## src/rtl/oqpsk_chip_modulator_if.sv

```systemverilog
// Symbol handshake and sample bus of the O-QPSK chip modulator.
// master = symbol source / sample sink, slave = modulator.
interface oqpsk_chip_modulator_if #(
  parameter int unsigned OUT_W = 5
) ();
  logic [3:0]              sym_in;
  logic                    sym_valid;
  logic                    sym_ready;
  logic                    sample_en;
  logic signed [OUT_W-1:0] i_out;
  logic signed [OUT_W-1:0] q_out;
  logic                    out_valid;

  modport master (
    output sym_in, sym_valid, sample_en,
    input  sym_ready, i_out, q_out, out_valid
  );

  modport slave (
    input  sym_in, sym_valid, sample_en,
    output sym_ready, i_out, q_out, out_valid
  );
endinterface

```

## src/rtl/oqpsk_chip_modulator.sv

```systemverilog
// Spreads 4-bit symbols into 802.15.4 32-chip PN sequences and emits half-sine
// O-QPSK I/Q samples (5 per chip, Q delayed one chip period behind I).
module oqpsk_chip_modulator #(
  parameter int unsigned OUT_W            = 5,
  parameter int unsigned SAMPLES_PER_CHIP = 5
) (
  input  logic                  clk,
  input  logic                  reset,
  oqpsk_chip_modulator_if.slave bus,
  output logic                  busy
);

  localparam int unsigned PULSE_LEN = 2 * SAMPLES_PER_CHIP;
  localparam int unsigned SYM_LEN   = 16 * PULSE_LEN;

  typedef enum logic [1:0] {IDLE, RUN, TAIL} state_e;

  state_e                  state_q, state_d;
  logic [7:0]              cnt_q, cnt_d;
  logic [2:0]              tcnt_q, tcnt_d;
  logic [3:0]              sym_q, sym_d;
  logic                    prev_q_chip_q, prev_q_chip_d;
  logic                    q_tail_q, q_tail_d;
  logic signed [OUT_W-1:0] i_q, i_d, q_q, q_d;
  logic                    out_valid_q, out_valid_d;
  logic                    ready;

  logic [0:31] chips;
  logic [7:0]  q_off;
  logic [3:0]  i_chip, i_ph, q_chip, q_ph;

  function automatic logic [0:31] chip_seq(input logic [3:0] s);
    case (s)
      4'd0:    chip_seq = 32'b11011001110000110101001000101110;
      4'd1:    chip_seq = 32'b11101101100111000011010100100010;
      4'd2:    chip_seq = 32'b00101110110110011100001101010010;
      4'd3:    chip_seq = 32'b00100010111011011001110000110101;
      4'd4:    chip_seq = 32'b01010010001011101101100111000011;
      4'd5:    chip_seq = 32'b00110101001000101110110110011100;
      4'd6:    chip_seq = 32'b11000011010100100010111011011001;
      4'd7:    chip_seq = 32'b10011100001101010010001011101101;
      4'd8:    chip_seq = 32'b10001100100101100000011101111011;
      4'd9:    chip_seq = 32'b10111000110010010110000001110111;
      4'd10:   chip_seq = 32'b01111011100011001001011000000111;
      4'd11:   chip_seq = 32'b01110111101110001100100101100000;
      4'd12:   chip_seq = 32'b00000111011110111000110010010110;
      4'd13:   chip_seq = 32'b01100000011101111011100011001001;
      4'd14:   chip_seq = 32'b10010110000001110111101110001100;
      default: chip_seq = 32'b11001001011000000111011110111000;
    endcase
  endfunction

  function automatic logic signed [OUT_W-1:0] shape(input logic chip, input logic [3:0] k);
    logic signed [OUT_W-1:0] p;
    case (k)
      4'd0, 4'd9: p = OUT_W'(2);
      4'd1, 4'd8: p = OUT_W'(7);
      4'd2, 4'd7: p = OUT_W'(11);
      4'd3, 4'd6: p = OUT_W'(13);
      4'd4, 4'd5: p = OUT_W'(15);
      default:    p = '0;
    endcase
    shape = chip ? p : -p;
  endfunction

  assign chips  = chip_seq(sym_q);
  assign i_chip = 4'(cnt_q / 8'(PULSE_LEN));
  assign i_ph   = 4'(cnt_q % 8'(PULSE_LEN));
  assign q_off  = cnt_q - 8'(SAMPLES_PER_CHIP);
  assign q_chip = 4'(q_off / 8'(PULSE_LEN));
  assign q_ph   = 4'(q_off % 8'(PULSE_LEN));

  always_comb begin
    state_d       = state_q;
    cnt_d         = cnt_q;
    tcnt_d        = tcnt_q;
    sym_d         = sym_q;
    prev_q_chip_d = prev_q_chip_q;
    q_tail_d      = q_tail_q;
    i_d           = i_q;
    q_d           = q_q;
    out_valid_d   = 1'b0;
    ready         = 1'b0;
    case (state_q)
      IDLE: begin
        ready = 1'b1;
        if (bus.sym_valid) begin
          sym_d    = bus.sym_in;
          cnt_d    = '0;
          q_tail_d = 1'b0;
          state_d  = RUN;
        end
      end
      RUN: begin
        ready = (cnt_q == 8'(SYM_LEN - 1)) && bus.sample_en;
        if (bus.sample_en) begin
          i_d = shape(chips[{i_chip, 1'b0}], i_ph);
          // First half-chip of Q is the tail of the previous symbol's c31 pulse.
          if (cnt_q < 8'(SAMPLES_PER_CHIP))
            q_d = q_tail_q ? shape(prev_q_chip_q, 4'(cnt_q[3:0] + 4'(SAMPLES_PER_CHIP))) : '0;
          else
            q_d = shape(chips[{q_chip, 1'b1}], q_ph);
          out_valid_d = 1'b1;
          cnt_d       = cnt_q + 8'd1;
          if (cnt_q == 8'(SYM_LEN - 1)) begin
            prev_q_chip_d = chips[31];
            q_tail_d      = 1'b1;
            cnt_d         = '0;
            if (bus.sym_valid) begin
              sym_d = bus.sym_in;
            end else begin
              state_d = TAIL;
              tcnt_d  = '0;
            end
          end
        end
      end
      TAIL: begin
        if (bus.sample_en) begin
          i_d         = '0;
          q_d         = shape(prev_q_chip_q, 4'({1'b0, tcnt_q} + 4'(SAMPLES_PER_CHIP)));
          out_valid_d = 1'b1;
          tcnt_d      = tcnt_q + 3'd1;
          if (tcnt_q == 3'(SAMPLES_PER_CHIP - 1)) begin
            state_d  = IDLE;
            q_tail_d = 1'b0;
          end
        end
      end
      default: state_d = IDLE;
    endcase
  end

  always_ff @(posedge clk or negedge reset) begin
    if (!reset) begin
      state_q       <= IDLE;
      cnt_q         <= '0;
      tcnt_q        <= '0;
      sym_q         <= '0;
      prev_q_chip_q <= 1'b0;
      q_tail_q      <= 1'b0;
      i_q           <= '0;
      q_q           <= '0;
      out_valid_q   <= 1'b0;
    end else begin
      state_q       <= state_d;
      cnt_q         <= cnt_d;
      tcnt_q        <= tcnt_d;
      sym_q         <= sym_d;
      prev_q_chip_q <= prev_q_chip_d;
      q_tail_q      <= q_tail_d;
      i_q           <= i_d;
      q_q           <= q_d;
      out_valid_q   <= out_valid_d;
    end
  end

  assign bus.sym_ready = ready;
  assign bus.i_out     = i_q;
  assign bus.q_out     = q_q;
  assign bus.out_valid = out_valid_q;
  assign busy          = (state_q != IDLE);

endmodule

```

## src/flat_wrapper.sv

```systemverilog
// flat-port wrapper written by rule: the top's interface ports become plain ports
module oqpsk_chip_modulator_flat 
#(
  parameter int unsigned OUT_W            = 5,
  parameter int unsigned SAMPLES_PER_CHIP = 5
)
  (clk, reset, busy, bus_sym_in, bus_sym_valid, bus_sample_en, bus_sym_ready, bus_i_out, bus_q_out, bus_out_valid);
  oqpsk_chip_modulator_if #(.OUT_W(OUT_W)) bus_i ();
  input  logic clk;
  input  logic reset;
  output logic busy;
  input wire logic [$bits(bus_i.sym_in)-1:0] bus_sym_in;
  input wire logic [$bits(bus_i.sym_valid)-1:0] bus_sym_valid;
  input wire logic [$bits(bus_i.sample_en)-1:0] bus_sample_en;
  output wire logic [$bits(bus_i.sym_ready)-1:0] bus_sym_ready;
  output wire logic [$bits(bus_i.i_out)-1:0] bus_i_out;
  output wire logic [$bits(bus_i.q_out)-1:0] bus_q_out;
  output wire logic [$bits(bus_i.out_valid)-1:0] bus_out_valid;
  assign bus_i.sym_in = bus_sym_in;
  assign bus_i.sym_valid = bus_sym_valid;
  assign bus_i.sample_en = bus_sample_en;
  assign bus_sym_ready = bus_i.sym_ready;
  assign bus_i_out = bus_i.i_out;
  assign bus_q_out = bus_i.q_out;
  assign bus_out_valid = bus_i.out_valid;
  oqpsk_chip_modulator #(.OUT_W(OUT_W), .SAMPLES_PER_CHIP(SAMPLES_PER_CHIP)) u_core (.clk(clk), .reset(reset), .bus(bus_i), .busy(busy));
endmodule
```

## config.mk

```make
export PLATFORM = sky130hd
export DESIGN_NAME = oqpsk_chip_modulator_flat
export DESIGN_NICKNAME = d
export VERILOG_FILES = /design/src/rtl/oqpsk_chip_modulator_if.sv /design/src/rtl/oqpsk_chip_modulator.sv /design/src/flat_wrapper.sv
export SDC_FILE = /design/constraint.sdc
export NUM_CORES = 1
export LEC_CHECK = 0
export CORE_MARGIN = 2
export CORE_UTILIZATION = 63
export DETAILED_ROUTE_END_ITERATION = 12
export GPL_TIMING_DRIVEN = 1
export PLACE_DENSITY = 0.82
export RECOVER_POWER = 100
export SETUP_SLACK_MARGIN = 0.4
export SLEW_MARGIN = 20
export SYNTH_ARGS = -nofsm -noshare
export SYNTH_HDL_FRONTEND = slang
export SYNTH_SLANG_ARGS = --single-unit
export TNS_END_PERCENT = 5
```

## constraint.sdc

```tcl
create_clock -name clk -period 5.9 [get_ports clk]
set_input_delay 1.18 -clock clk [delete_from_list [all_inputs] [get_ports clk]]
set_output_delay 1.18 -clock clk [all_outputs]
set_load 0.01 [all_outputs]
```

; After elaboration in Yosys (flattened, before gate mapping)
; Memories as Yosys holds them, arrays and structs flattened.
; Cells that the tools add are included.
; W data, S select, Z words.
[op_classes]
magnitude_cmp = 3
n_mux = 57
add_sub_neg = 9
n_div = 4
n_reduce_logical = 14
bitwise = 2
n_eq_ne = 10
[op_table]
columns = op, count
row1 = $mux W5, 20
row2 = $mux W8, 3
row3 = $neg A5 Y5, 4
row4 = $pmux W5 S2, 2
row5 = $div A8 B4 Y8 const B, 2
row6 = $mod A8 B4 Y8 const B, 2
row7 = $pmux W8 S2, 1
row8 = $ge A6 B6 Y1 const B, 2
row9 = $mux W2, 6
row10 = $mux W3, 4
row11 = $mux W4, 3
row12 = $not A5 Y6, 2
row13 = $reduce_and A3 Y1, 4
row14 = $reduce_and A6 Y1, 2
row15 = $mux W1, 11
row16 = $bmux W1 S5, 2
row17 = $add A8 B1 Y8 const B, 1
row18 = $eq A8 B8 Y1 const B, 1
row19 = $lt A8 B3 Y1 const B, 1
row20 = $ne A2 B2 Y1 const B, 4
row21 = $pmux W4 S2, 1
row22 = $sub A8 B3 Y8 const B, 1
row23 = $pmux W2 S3, 1
row24 = $pmux W3 S2, 1
row25 = 15 further kinds, 18
[totals]
register_bits = 30
output_inout_bits = 13
romBits = 768
wordCells = 113
n_memories = 5
in_bits = 8
[mem_list]
columns = name, words, width, read_ports, rd_clocked_by_memory_dff, write_ports, line_no
row1 = (no name shown), 16, 32, 1, 0, 0, oqpsk_chip_modulator.sv:33  ; case (s)
row2 = (no name shown), 16, 4, 1, 0, 0, oqpsk_chip_modulator.sv:55  ; case (k)
row3 = (no name shown), 16, 4, 1, 0, 0, oqpsk_chip_modulator.sv:55
row4 = (no name shown), 16, 4, 1, 0, 0, oqpsk_chip_modulator.sv:55
row5 = (no name shown), 16, 4, 1, 0, 0, oqpsk_chip_modulator.sv:55

; Logic depth before layout (Yosys ltp)
; Gate-level depths: netlist of run 1.
; An unclocked memory read counts as a cell.
[depth]
depth_word = 11
ltp_mapped = 20

; Worst setup path after synthesis of run 1
; OpenSTA, ideal clock, no wires.
[synth_timing]
path_type = register to register
start = register u_core.cnt_q[0]
end = register u_core.q_q[1] (netlist: u_core.bus.q_out[1])
setup_slack_ns = 1.085
period_less_slack_ns = 4.815
setup_time_ns = 0.104
n_path_buf = 4
path_stages_with_launch = 19
arrival_ns = 4.711
cell_sequence = dfrtp_1 buf_2 buf_1 clkinv_1 ha_1 nand2b_1 clkbuf_1 a41oi_1 o21ai_0 a2111oi_4 o21bai_2 buf_6 a31o_4 or4_4 and4_4 a2111oi_4 a21oi_2 or4b_1 o311ai_1
[synth_via]
elab_chain_cells = 11
[synth_lines]
columns = item, line_no
row1 = from (decl), oqpsk_chip_modulator.sv:19  ; logic [7:0] cnt_q, cnt_d;
row2 = from (signal assigned), oqpsk_chip_modulator.sv:147  ; cnt_q <= cnt_d;
row3 = $sub A8 B3 Y8 / $add A4 B3 Y4 (equally long branches), "oqpsk_chip_modulator.sv:69, oqpsk_chip_modulator.sv:100"
row4 = $mod A8 B4 Y8 / $mem_v2 Z16 W4 (equally long branches), -
row5 = $mem_v2 Z16 W4 / $mux W5 (equally long branches), -
row6 = "$mux W5, on equally long branches", "oqpsk_chip_modulator.sv:99, oqpsk_chip_modulator.sv:96"
row7 = "$mux W5, on equally long branches", "oqpsk_chip_modulator.sv:96, oqpsk_chip_modulator.sv:84"
row8 = $mux W5 / $neg A5 Y5 (equally long branches), "oqpsk_chip_modulator.sv:84, oqpsk_chip_modulator.sv:63"
row9 = $neg A5 Y5 / $mux W5 (equally long branches), oqpsk_chip_modulator.sv:63  ; shape = chip ? p : -p;
row10 = "$mux W5, on equally long branches", "oqpsk_chip_modulator.sv:63, oqpsk_chip_modulator.sv:100"
row11 = $mux W5 (*), oqpsk_chip_modulator.sv:99  ; if (cnt_q < 8'(SAMPLES_PER_CHIP))
row12 = $mux W5 (*), oqpsk_chip_modulator.sv:96  ; if (bus.sample_en) begin
row13 = $pmux W5 S2 (*), oqpsk_chip_modulator.sv:84  ; case (state_q)
row14 = to (signal assigned), oqpsk_chip_modulator.sv:153  ; q_q <= q_d;
row15 = to (decl), oqpsk_chip_modulator.sv:24  ; logic signed [OUT_W-1:0] i_q, i_d, q_q, q_d;
; Mark *: on every way between the ends. The rest lies on a longest branch, timed or not. The select of a mux whose other input is x is not followed.
; A chain may end at the register's enable or synchronous reset.

; Worst setup path in the final report of run 1
[layout_timing]
start = register u_core.cnt_q[5]
end = register u_core.i_q[1] (netlist: u_core.bus.i_out[1])
[layout_via]
elab_chain_cells = 8
[layout_lines]
columns = item, line_no
row1 = $mod A8 B4 Y8 / $div A8 B4 Y8 (equally long branches), "oqpsk_chip_modulator.sv:68, oqpsk_chip_modulator.sv:67"
row2 = $mem_v2 Z16 W4 / $not A5 Y6 (equally long branches), -
row3 = $mux W5 / $bmux W1 S5 (equally long branches), "oqpsk_chip_modulator.sv:96, oqpsk_chip_modulator.sv:97"
row4 = $mux W5 / $mux W1 (equally long branches), "oqpsk_chip_modulator.sv:84, oqpsk_chip_modulator.sv:97"
row5 = $neg A5 Y5 / $mux W1 (equally long branches), "oqpsk_chip_modulator.sv:63, oqpsk_chip_modulator.sv:97"
row6 = $mux W5 (*), oqpsk_chip_modulator.sv:63
row7 = $mux W5 (*), oqpsk_chip_modulator.sv:96
row8 = $pmux W5 S2 (*), oqpsk_chip_modulator.sv:84
row9 = to (signal assigned), oqpsk_chip_modulator.sv:152  ; i_q <= i_d;
row10 = to (decl), oqpsk_chip_modulator.sv:24
; Marked as above.

==> impl_metrics.toml, run 1 <==
[grt]
antenna_found_initial = 0
grt_overflow = 0
first_global_vias = 4657
grt_max_degree = 36
grt_pass1_wl_um = 22690
grt_usage_pct = 32.59

[critical_path]
cp-start-kind = "register"
cp_max_fo = 23
crit_path_cell_trace = "clkbuf_2 -> nand2b_1 -> o21ai_1 -> a211oi_1 -> xnor2_1 -> nand3_1 -> o21a_1 -> nand3_1 -> mux2_1 -> nor2_1 -> xnor2_1 -> ha_1 -> or2_0 -> a32o_1"
cp_num_buf_inv = 1
required_ns = 6.07
cp.arrival_ns = 5.44
cpMaxStageDelayCell = "a211oi_1"
critical_path_class = "register to register"
endpoint_kind = "register"
max_stage_delay_ns = 0.86
critPathTopFamily = "compound AO/OA/AOI/OAI gates"

[hold_path]
worstHoldPathType = "register to register"

[finish]
num-fill-cells = 660
drive_above_1_share_pct = 6.393
fin_nets = 690
fin_util_pct = 68.31
n_antenna_cell = 0
area_growth_pct = 4.543

[synthesis]
ys_warn_count = 0
netlist_instances = 668
synthArstFlopShare_pct = 100.0
synth_edf_count = 0
yosysMostFrequentCell = "nand2_1"
netlist_top_cells_count = "nand2_1 (71), nor2_1 (63), o21ai_0 (61)"
syn_nets = 702
synth_area_leaders = "dfrtp_1 (16%), ha_1 (6.8%), o21ai_0 (6.4%)"
synthFlopType = "dfrtp_1"
synth_area_um2 = 4765
synth_cell_types = 82
ys_seq_area_share_pct = 15.76
yosys.area.top_type = "dfrtp_1"
synth_seq_cells = 30
synth_top_area_share_pct = 15.76
syn_avg_cell_area_um2 = 7.133

[outcome]
outcome = "complete, but fails checks"
failed_checks = "capacitance limit, slew limit"

[detailed_routing]
wl_per_cell_um = 18.13
viasPerCell = 6.849
ant_nets = 0
route.met2.wl_um = 6265
route.detailed.drc = 0
first_iter_violations = 655
dr.pass1.iters = 6
met1_length_um = 5766
num_vias = 5178
wl_met3_um = 1239
top_layer = "met4"
wl_um = 13710

[cts]
clk_pin_slew_ns = 0.07
cts_sinks = 30
cts-root-buf = "clkbuf_8"
hold_buffers = 0
cts_buffer_depth = 2
clk_latency_ns = 0.29
cts_made_buffers = 5
postCtsSetupRepairBufs = 0
htree_levels = 2
cts_tree = "yes"
cts_resized = 0

[sta]
fin_crit_ns = 5.274
fin_skew_ns = 0.007012
rsz0062_at_grt = "false"
setup_slack_ns = 0.6262
fin_setup_tns_ns = 0
maxSlewViolCount = 31
fmax_mhz = 189.6
maxSlewHeadroom_pct = -16.20
hold_viol = 0
setup-violations-final = 0
worstMarginPinSlew_ns = 1.743
fin_crit_sh_pct = 89.39

[die]
row_count = 31
io_pins = 21
fp.dieW_um = 90.97
fp.dieArea_um2 = 8275
core_area_um2 = 7292
die_y_um = 90.97
initial_utilization_pct = 65.34

[run]
max_cap_viol_count = 1

[power_and_ir_drop]
p_leak_uw = 0.001903
powerDensity_nw_per_um2 = 444.6
ir_drop_uv = 376.7

[placed_design]
dp_hpwl_um = 9668
dp_slack_ns = 1.129
place_congestion = 0.9481
io_buffers = 20
## final cells by class
class	instances	area (µm²)	share of cell area, %
tap	99	123.9	2.487
multi-input combinational	563	3641	73.10
clock inverter	1	5.005	0.1005
clock buffer	7	86.33	1.733
sequential	30	750.7	15.07
inverter	24	90.09	1.809
timing repair buffer	32	284.0	5.702
## power by group
group | internal, µW | switching [µW] | total (µW)
clock network | 94.2 | 86.2 | 180
registers | 277 | 112 | 389
logic | 646 | 999 | 1650
## cell usage in the layout (no fill, tap or decap), types with 8 or more instances in the layout
cell	Yosys	layout
a211oi_1	13	14
ha_1	26	26
nor2_1	63	63
dlygate4sd3_1	0	16
nor2b_1	9	9
o21ai_0	61	61
xor2_1	8	8
xnor2_1	28	28
a31oi_1	10	11
nand2b_1	14	14
nand3_1	23	23
buf_4	0	10
nor3_1	13	13
inv_1	22	22
o31ai_1	9	9
dfrtp_1	30	30
a21oi_1	53	54
nand2_1	71	71
o211ai_1	12	12
mux2i_1	9	9
## through the flow
stage	hold WS [ns]	area, µm²	std cells	total power, µW
finish	0.4791	4981	756	2215
global route	0.5018	4981	756	2402
CTS	0.4913	5019	756	2209
detailed placement	0.4772	4927	748	2020
global placement	0.4619	4927	748	1966
floorplan	0.4804	4765	668	1583
## state kept, by name, summed over array words and instances, names as in the netlist
register / flops
u_core.cnt_q: 8
u_core.bus.i_out: 5
u_core.bus.q_out: 5
u_core.sym_q: 4
u_core.tcnt_q: 3
u_core.state_q: 2
u_core.bus.out_valid: 1
u_core.prev_q_chip_q: 1
u_core.q_tail_q: 1
## layer usage
metal	track usage (%)	vias up
li1	-	2433
met1	45.64	2369
met2	52.16	329
met3	4.149	47
met4	10.35	0
met5	0	-
## worst paths after layout
kind / depth (start not counted) / start / to / slack, ns
min reg2reg: 1 / u_core.bus.i_out[4] / u_core.bus.i_out[4] / 0.48
min in group asynchronous: 2 / reset / u_core.cnt_q[7] / 1.88
max in group asynchronous: 2 / reset / u_core.bus.q_out[4] / 3.00
min: 1 / u_core.bus.i_out[4] / u_core.bus.i_out[4] / 0.48
max: 14 / u_core.cnt_q[5] / u_core.bus.i_out[1] / 0.63
max reg2reg: 14 / u_core.cnt_q[5] / u_core.bus.i_out[1] / 0.63
## cells by family after synthesis
logic type               after synthesis  synth area share, %
flip-flops                            30                15.76
adder cells (fa/ha/maj)               27                7.038
multiplexers                          17                3.782
buffers and inverters                 75                7.169
XOR/XNOR                              36                6.618
AND/OR/NAND/NOR                      240                24.74
AO/OA/AOI/OAI                        243                34.90
Note: power is estimated with default switching activity, not from simulation.
==> inputs of run 2 (changes only) <==
Settings changed: CTS_BUF_LIST set to sky130_fd_sc_hd__clkbuf_8.
==> run 2 against run 1 <==
Compared with the run above: the run still ends with capacitance limit, slew limit left; via count grew 0.33%; fmax decreased by 0.22%; total power is essentially flat; worst setup slack got worse by 0.011 ns; clock-buffer cell count down 1; clock skew shrank 0.0013 ns.
==> impl_metrics.toml, run 2 (synthesized netlist as in run 1, its figures left out) <==
[cts]
cts-root-buf = "clkbuf_8"
postCtsSetupRepairBufs = 0
htree_levels = 2
cts_tree = "yes"
clk_pin_slew_ns = 0.07
cts_made_buffers = 5
hold_buffers = 0
cts_buffer_depth = 2
cts_sinks = 30
clk_latency_ns = 0.28
cts_resized = 0

[finish]
largest_reg_flops = 8
final_cell_mix = "nand2_1 (71), nor2_1 (63), o21ai_0 (61)"
fin_cells = 756
fin_nets = 690
area_growth_pct = 4.543
largest_register = "u_core.cnt_q"
drive_above_1_share_pct = 6.393
final_common_cell = "nand2_1"
num-fill-cells = 660
n_antenna_cell = 0

[power_and_ir_drop]
seqPwrFrac_pct = 17.6
p_sw_uw = 1200
p_sw_share_pct = 54.16
powerDensity_nw_per_um2 = 444.7
ir_drop_uv = 375.9
p_leak_uw = 0.001907
intPower_uw = 1015
pwr-share-clk_pct = 8.1
combinationalPowerShare_pct = 74.4

[detailed_routing]
ant_nets = 0
met1_length_um = 5766
viasPerCell = 6.872
route.met2.wl_um = 6257
top_layer = "met4"
wl_met3_um = 1227
num_vias = 5195
route.detailed.drc = 0
first_iter_violations = 655
wl_per_cell_um = 18.13
wl_um = 13710
dr.pass1.iters = 7

[critical_path]
cp.arrival_ns = 5.46
endpoint_kind = "register"
cp-start-kind = "register"
required_ns = 6.07
critical_path_class = "register to register"
cp_max_fo = 23

[die]
row_count = 31
fp.dieArea_um2 = 8275
core_area_um2 = 7292
die_y_um = 90.97
io_pins = 21
initial_utilization_pct = 65.34
fp.dieW_um = 90.97

[sta]
fin_skew_ns = 0.005695
worstMarginPinSlew_ns = 1.744
fin_setup_tns_ns = 0
fmax_mhz = 189.2
maxSlewHeadroom_pct = -16.26
rsz0062_at_grt = "false"
fin_crit_sh_pct = 89.58
hold_viol = 0
fin_crit_ns = 5.285
whs_ns = 0.4794
setup-violations-final = 0
maxSlewViolCount = 31

[grt]
grt_pass1_wl_um = 22690
grt_usage_pct = 32.59
grt_overflow = 0
antenna_found_initial = 0
grt_max_degree = 36
first_global_vias = 4657

[placed_design]
place_congestion = 0.9481
io_buffers = 20
dp_hpwl_um = 9668
dp.cells = 748

[outcome]
outcome = "complete, but fails checks"
failed_checks = "capacitance limit, slew limit"

[run]
max_cap_viol_count = 1

[hold_path]
worstHoldPathType = "register to register"
-- run 2: cell types whose count changed in the layout (fill, tap and decap cells not counted) --
cell / before / now
inv_1: 22 / 23
clkbuf_1: 2 / 1
-- run 2: worst paths after layout --
kind | from | cells after the start | slack, ns | endpoint
setup / recovery | u_core.cnt_q[5] | 14 | 0.61 | u_core.bus.i_out[1]
hold / removal | u_core.bus.i_out[4] | 1 | 0.48 | u_core.bus.i_out[4]
setup reg to reg | u_core.cnt_q[5] | 14 | 0.61 | u_core.bus.i_out[1]
hold reg to reg | u_core.bus.i_out[4] | 1 | 0.48 | u_core.bus.i_out[4]
max in group asynchronous | reset | 2 | 3.00 | u_core.bus.q_out[4]
min in group asynchronous | reset | 2 | 1.88 | u_core.cnt_q[7]
-- run 2: critical path: stages (launching register included) --
cell	delay, ns
dfrtp_1	0.79
clkbuf_2	0.45
nand2b_1	0.33
o21ai_1	0.13
a211oi_1	0.87
xnor2_1	0.29
nand3_1	0.15
o21a_1	0.15
nand3_1	0.39
mux2_1	0.52
nor2_1	0.13
xnor2_1	0.19
ha_1	0.28
or2_0	0.22
a32o_1	0.26
-- run 2: stage by stage --
step	area, µm²	power (µW)	util [%]	worst slack, ns
detailed placement	4927	2020	67.57	1.129
global placement	4927	1966	67.57	1.341
global route	4981	2400	68.31	0.2477
floorplan	4765	1583	-	1.085
finish	4981	2215	68.31	0.6148
CTS	5019	2207	68.82	1.069
-- run 2: power by group through the flow --
stage,sequential [µW],clock (µW),combinational (µW)
after global placement,387,0,1580
final,389,179,1650
after CTS,387,176,1640
after floorplan,341,0,1240
after global routing,403,183,1810
after detailed placement,390,0,1630
-- run 2: final cells by class --
class	instances	area, µm²	area share (%)
clock buffers	6	82.58	1.658
inverters	24	90.09	1.809
well taps	99	123.9	2.487
clock inverters	2	8.758	0.1758
flip-flops and latches	30	750.7	15.07
multi-input cells	563	3641	73.10
repair buffers	32	284.0	5.702
-- run 2: metal layers --
| metal | GRT usage (%) | vias up |
|---|---|---|
| met5 | 0 | - |
| met4 | 10.35 | 0 |
| met3 | 4.149 | 53 |
| met2 | 52.16 | 314 |
| met1 | 45.64 | 2397 |
| li1 | - | 2431 |
==> inputs of run 3 (changes only) <==
Settings changed: CORE_UTILIZATION 63 to 29, PLACE_DENSITY 0.82 to not set.
Clock period 5.9 ns to 6.65 ns, I/O delays scaled along.
==> run 3 against run 2 <==
Compared with the run above: largest cell class unchanged; largest power group unchanged; cell area grew 4.0%; register-to-register slack gained 0.72 ns; clock-buffer cell count grew 2; total power shrank 12%; cell count grew 16%; critical path type unchanged; via count shrank 4.3%; the run still ends with capacitance limit, slew limit left.
==> impl_metrics.toml, run 3 (synthesized netlist as in run 1, its figures left out) <==
[cts]
clk_latency_ns = 0.30
cts-root-buf = "clkbuf_8"
cts_sinks = 30
cts_made_buffers = 5
cts_resized = 0
cts_buffer_depth = 2
postCtsSetupRepairBufs = 0
clk_pin_slew_ns = 0.07
cts_tree = "yes"
htree_levels = 2
hold_buffers = 0

[sta]
hold_viol = 0
maxSlewHeadroom_pct = -16.53
rsz0062_at_grt = "false"
fin_crit_sh_pct = 79.86
maxSlewViolCount = 31
fin_skew_ns = 0.005766
worstMarginPinSlew_ns = 1.748
fin_setup_tns_ns = 0
fmax_mhz = 188.3
setup-violations-final = 0
fin_crit_ns = 5.311

[critical_path]
cp.arrival_ns = 5.49
endpoint_kind = "register"
cp-start-kind = "register"
critical_path_class = "register to register"
required_ns = 6.83
cp_max_fo = 23

[detailed_routing]
ant_nets = 0
num_vias = 4973
wl_um = 14140
dr.pass1.iters = 6
route.detailed.drc = 0
wl_per_cell_um = 16.17
first_iter_violations = 456
viasPerCell = 5.690

[finish]
largest_reg_flops = 8
n_antenna_cell = 0
largest_register = "u_core.cnt_q"
area_growth_pct = 8.692
drive_above_1_share_pct = 6.839
final_common_cell = "nand2_1"
fin_util_pct = 32.48
fin_nets = 691
num-fill-cells = 1716
final_cell_mix = "nand2_1 (71), nor2_1 (64), o21ai_0 (62)"

[power_and_ir_drop]
p_leak_uw = 0.001926
ir_drop_uv = 228.5
powerDensity_nw_per_um2 = 378.3

[die]
fp.dieW_um = 132.2
io_pins = 21
row_count = 46
core_area_um2 = 15940
die_y_um = 132.2
initial_utilization_pct = 29.89
fp.dieArea_um2 = 17470

[grt]
grt_usage_pct = 15.82
grt_overflow = 0
first_global_vias = 4346
grt_pass1_wl_um = 23000
grt_max_degree = 34
antenna_found_initial = 0

[placed_design]
place_congestion = 0.9231
io_buffers = 20
dp_hpwl_um = 10240

[hold_path]
worstHoldPathType = "register to register"

[outcome]
failed_checks = "capacitance limit, slew limit"
outcome = "complete, but fails checks"

[run]
max_cap_viol_count = 1
-- run 3: changes by cell type in the layout (fill, tap and decap cells not counted), sizes merged --
| cell | before | now |
|---|---|---|
| clkbuf | 8 | 10 |
| buf | 10 | 11 |
| clkinv | 2 | 1 |
| inv | 24 | 23 |
-- run 3: layer usage --
layer  GRT usage [%]  share of wire [%]  vias up  wire length, µm
met5               0                  0        -                0
met4           6.093                3.1        0              434
met3           1.692                5.4       30              763
met2           24.65                 45      191             6414
met1           22.43                 46     2306             6523
li1                -                  -     2446                -
-- run 3: worst paths after layout --
kind                                          start  slack [ns]                  end  cells after the start
worst min register to register  u_core.bus.i_out[4]        0.48  u_core.bus.i_out[4]                      1
max in group asynchronous                     reset        3.61    u_core.state_q[0]                      2
min in group asynchronous                     reset        2.02      u_core.sym_q[2]                      2
worst max-delay path                u_core.cnt_q[1]        1.34  u_core.bus.q_out[1]                     16
worst min-delay path            u_core.bus.i_out[4]        0.48  u_core.bus.i_out[4]                      1
worst max register to register      u_core.cnt_q[1]        1.34  u_core.bus.q_out[1]                     16
-- run 3: final cells by class --
class	instances	area, µm²	area share, %
multi-input combinational	563	3667	70.81
sequential	30	750.7	14.50
timing repair buffer	33	290.3	5.605
tap	216	270.3	5.219
clock buffer	8	110.1	2.126
inverter	24	90.09	1.740
-- run 3: power breakdown --
group / switching, µW / internal (µW)
logic: 854 / 575
registers: 103 / 245
clock network: 77.3 / 105
total: 1030 / 925
-- run 3: worst max-delay path, stage by stage, from the launching register on --
cell,delay (ns)
dfrtp_1,0.32
buf_4,0.25
inv_1,0.21
ha_1,0.49
nor2b_1,0.60
nor4_1,0.10
a311o_1,0.35
o31ai_1,0.35
nor2_1,0.23
a21oi_1,0.71
xnor2_1,0.24
nor3_1,0.27
nand2_1,0.10
xnor2_1,0.17
ha_1,0.28
or4b_1,0.42
o311ai_0,0.09
-- run 3: metrics by stage --
| step | total power [µW] | worst slack, ns | cells | hold slack, ns | area (µm²) |
|---|---|---|---|---|---|
| after detailed placement | 1776 | 1.606 | 866 | 0.4737 | 5081 |
| final | 1959 | 1.339 | 874 | 0.4839 | 5179 |
| after global placement | 1793 | 1.706 | 866 | 0.4759 | 5081 |
| after global routing | 2154 | 0.8214 | 874 | 0.5054 | 5179 |
| after CTS | 1970 | 1.589 | 874 | 0.4963 | 5191 |
| after floorplan | 1404 | 1.835 | 668 | 0.4804 | 4765 |
